==> src/rtl/pow_fact_seq.sv <==
// Zero / square / cube / factorial of an unsigned operand using one iterated multiplier.
// Latency: 1 edge (zero, 0!, 1!), 2 (square), 3 (cube), x edges for x!.
// Backpressure: start is ignored while busy; out/ovf hold until the next done or rst.
module pow_fact_seq #(
    parameter int IN_W  = 4,
    parameter int OUT_W = 16
) (
    input  logic             clk,
    input  logic             rst,
    input  logic             start,
    input  logic [IN_W-1:0]  in,
    input  logic [1:0]       s,
    output logic             busy,
    output logic             done,
    output logic [OUT_W-1:0] out,
    output logic             ovf
);

    typedef enum logic [1:0] {IDLE, CALC, DONE} state_t;

    state_t             state, state_nxt;
    logic [OUT_W-1:0]   acc, mult;
    logic [IN_W-1:0]    k;
    logic               fact;
    logic               ovf_run;

    logic [OUT_W-1:0]   acc_init, mult_init;
    logic [IN_W-1:0]    k_init;
    logic [2*OUT_W-1:0] prod;
    logic               prod_ovf;

    always_comb begin
        acc_init  = '0;
        mult_init = '0;
        k_init    = '0;
        case (s)
            2'b01: begin
                acc_init  = OUT_W'(in);
                mult_init = OUT_W'(in);
                k_init    = IN_W'(1);
            end
            2'b10: begin
                acc_init  = OUT_W'(in);
                mult_init = OUT_W'(in);
                k_init    = IN_W'(2);
            end
            2'b11: begin
                acc_init  = OUT_W'(1);
                mult_init = OUT_W'(2);
                k_init    = (in == '0) ? '0 : in - IN_W'(1);
            end
            default: ;
        endcase
    end

    // Full-width product so the overflow check sees every discarded bit.
    assign prod     = {{OUT_W{1'b0}}, acc} * {{OUT_W{1'b0}}, mult};
    assign prod_ovf = |prod[2*OUT_W-1:OUT_W];

    always_ff @(posedge clk) begin
        if (rst) state <= IDLE;
        else     state <= state_nxt;
    end

    always_comb begin
        state_nxt = state;
        busy      = (state != IDLE);
        done      = (state == DONE) && !rst;
        case (state)
            IDLE:    if (start) state_nxt = (k_init == '0) ? DONE : CALC;
            CALC:    if (k == IN_W'(1)) state_nxt = DONE;
            DONE:    state_nxt = IDLE;
            default: state_nxt = IDLE;
        endcase
    end

    // out/ovf are loaded on the edge entering DONE so they are valid alongside done.
    always_ff @(posedge clk) begin
        if (rst) begin
            acc     <= '0;
            mult    <= '0;
            k       <= '0;
            fact    <= 1'b0;
            ovf_run <= 1'b0;
            out     <= '0;
            ovf     <= 1'b0;
        end else begin
            case (state)
                IDLE: if (start) begin
                    acc     <= acc_init;
                    mult    <= mult_init;
                    k       <= k_init;
                    fact    <= (s == 2'b11);
                    ovf_run <= 1'b0;
                    if (k_init == '0) begin
                        out <= acc_init;
                        ovf <= 1'b0;
                    end
                end
                CALC: begin
                    acc     <= prod[OUT_W-1:0];
                    k       <= k - IN_W'(1);
                    ovf_run <= ovf_run | prod_ovf;
                    if (fact) mult <= mult + OUT_W'(1);
                    if (k == IN_W'(1)) begin
                        out <= prod[OUT_W-1:0];
                        ovf <= ovf_run | prod_ovf;
                    end
                end
                default: ;
            endcase
        end
    end

endmodule

==> config.mk <==
export PLATFORM = sky130hd
export DESIGN_NAME = pow_fact_seq
export DESIGN_NICKNAME = d
export VERILOG_FILES = /design/src/rtl/pow_fact_seq.sv
export SDC_FILE = /design/constraint.sdc
export NUM_CORES = 1
export LEC_CHECK = 0
export ABC_AREA = 1
export CAP_MARGIN = 40
export CORE_MARGIN = 3
export CORE_UTILIZATION = 55
export CTS_BUF_LIST = sky130_fd_sc_hd__clkbuf_2
export DETAILED_ROUTE_END_ITERATION = 10
export PLACE_DENSITY = 0.68
export SYNTH_ARGS = -nofsm -noshare
export SYNTH_HDL_FRONTEND = slang
export SYNTH_SLANG_ARGS = --single-unit
==> constraint.sdc <==
create_clock -name clk -period 9.3 [get_ports clk]
set_clock_uncertainty 0.2 [all_clocks]
set_input_delay 0.93 -clock clk [delete_from_list [all_inputs] [get_ports clk]]
set_output_delay 0.93 -clock clk [all_outputs]
set_load 0.1 [all_outputs]
==> out/qor.yml <==
run_status: "finished clean"
wl_mm: 30.1
setup_viol: 0
power_frac_seq_pct: 41.6
p_int_w: 0.000403
final_cells: 1976
core_area_mm2: 0.0213
worst-slew-pin-transition_ns: 0.957
ys_seq_elements: 57
drc: 0
hold_buffers: 0
critPathLaunchType: "flip-flop"
fmax_ghz: 0.155
synth.largest_area_cell: "fa_1"
yosys-top-cells-area: "fa_1, nand2_1, inv_1, ha_1, dfxtp_1"
fin_area_mm2: 0.0128
layout.nets: 2010
dr.pass1.iters: 5
vias: 10100
numPortBuffers: 27
ant_nets: 0
ioPinCount: 28
dp.cells: 1961
syn_inst: 1709
multiInputGateArea_mm2: 0.00882
whs_ns: 0.331
rrSetupSlack_ns: 2.85
crit_required_ns: 9.53
dieArea_mm2: 0.0237
p_leak_nw: 7.11
cp_max_fo: 17
placed_area_mm2: 0.0127
drtIter0Drc: 651
async_flop_share_pct: 0
syn_area_mm2: 0.0120
chipWidth_um: 154
grt_pass1_vias: 10400
synth_top_area_share_pct: 32.2
cts_max_level: 3
cts.sinks: 57
hpwl_mm: 24.4
clkTransAtPathRegs_ns: 0.21
wire_per_inst_um: 15.2
yosys_warnings: 0
antenna_found_initial: 0
insertion_delay_ns: 0.56
p_comb_share_pct: 34.7
maxCapViolCount: 0
hold_class: "reg -> reg"
cts_tree: "built"
gp_routability_congestion: 0.937
drive_gt1_share_pct: 5.58
switchingPower_w: 0.000306
netSwitchingFraction_pct: 43.1
hold_viol: 0
numCtsBuffers: 9
num_antenna_cells: 0
synth_cell_type_count: 47
fillers: 1991
period_needed_ns: 6.45
synth_common_cells: "nand2_1, inv_1, fa_1, ha_1, a21oi_1"
drv_slew: 0
synthFlopType: "dfxtp_1"
r2r_cells: 25
power_per_cell_area_mw_per_mm2: 55.3
cts_resized: 0
gr-total-overflow: 0
worstHoldPathCells: 2
synth_edf_count: 0
cts_root_buf: "clkbuf_2"
vdd_drop_max_mv: 0.126
synth.yosys.seq_area_share_pct: 9.47
tns_ns: 0
grt_pass1_wl_mm: 52.0
cts_buffer_depth: 2
syn_nets: 2022
worst-endpoint-arrival_ns: 6.68
core.rowCount: 53
crit_type: "reg -> reg"
fin_crit_sh_pct: 69.4
avgSynthCellArea_um2: 7.05
grt.total_usage_pct: 26.8
start_util_pct: 56.6
synthToLayoutAreaGrowth_pct: 6.36
cp-end-kind: "flip-flop"
power_frac_clock_pct: 23.8
post_cts_buffers: 0
grt_start_max_net_pins: 35
final-seq-area_mm2: 0.00114
slew_headroom_pct: 36.1
fp.dieH_um: 154
rsz0062_at_grt: "false"
avgViaCountPerCell: 5.12
yosysMostFrequentCell: "nand2_1"
layer usage:
metal  up-vias  routed length (um)  global-route usage [%]
met4         0                 473                    5.47
met3        36                1820                    3.12
li1       4915                   -                       -
met2       283               13300                    42.2
met1      4884               14600                    40.2
met5         -                   0                       0
layout make-up:
| type | count | share of cell area (%) |
|---|---|---|
| repair buffers | 53 | 4.90 |
| inverters | 471 | 13.8 |
| clock buffers | 9 | 0.352 |
| flip-flops and latches | 57 | 8.91 |
| multi-input cells | 1105 | 68.9 |
| clock inverters | 6 | 0.469 |
| well taps | 275 | 2.69 |
flip-flops by register name (all words and copies together) (netlist names):
name,cells
acc,16
mult,16
out,16
k,4
state,2
fact,1
ovf,1
ovf_run,1
stage by stage:
step | util (%) | worst slack, ns | power (W)
after CTS | 60.2 | 2.88 | 0.000712
final | 60.2 | 2.85 | 0.000708
after detailed placement | 59.7 | 2.93 | 0.000543
after global routing | 60.2 | 2.53 | 0.000737
after global placement | 58.2 | 3.00 | 0.000504
after floorplan | - | 3.56 | 0.000450
kinds of logic after synthesis:
group           share of synthesized area [%]
flops                                    9.47
simple gates                             23.2
fa+ha+maj                                43.7
compound gates                           6.01
buf+inv                                  17.3
xor+xnor                                0.364
power by group through the flow:
stage                     Combinational [W]  Clock, W  Sequential [W]
after global routing               0.000261  0.000179        0.000296
after detailed placement           0.000245         0        0.000298
after global placement             0.000205         0        0.000298
after CTS                          0.000246  0.000173        0.000293
after floorplan                    0.000104         0        0.000346
final                              0.000246  0.000168        0.000294
placed cells by master, fill, tap and decap left out, types with 10 or more instances in the layout:
master,count
ha_1,110
fa_1,194
buf_8,19
nand3_1,39
nand2_2,11
dfxtp_1,57
o21ai_0,36
inv_1,461
clkdlybuf4s50_1,27
nor2_1,56
inv_2,10
nand2_1,504
a21oi_1,69
critical path, cell delays in order (launching register included):
cell	delay, ns
dfxtp_1	0.96
nand2_1	0.17
fa_1	0.53
fa_1	0.57
fa_1	0.44
fa_1	0.55
inv_1	0.05
fa_1	0.48
inv_1	0.06
fa_1	0.51
inv_1	0.06
ha_1	0.35
nand2_2	0.15
inv_1	0.05
a21oi_1	0.20
nand3_1	0.21
nand3_1	0.17
nand2_1	0.06
nand2_1	0.05
nand2_1	0.04
nor2_1	0.08
nand2_1	0.06
nor2_1	0.10
nand2_1	0.07
nand2_2	0.08
a21oi_2	0.05
path summary, 6_finish.rpt:
path,start,endpoint
worst max register to register,acc[9]$_SDFFE_PP0P_,ovf$_SDFFE_PP0P_
worst min-delay path,ovf_run$_SDFFE_PP0P_,ovf_run$_SDFFE_PP0P_
worst max-delay path,acc[9]$_SDFFE_PP0P_,ovf$_SDFFE_PP0P_
worst min register to register,ovf_run$_SDFFE_PP0P_,ovf_run$_SDFFE_PP0P_
(Power assumes the default switching activity.)
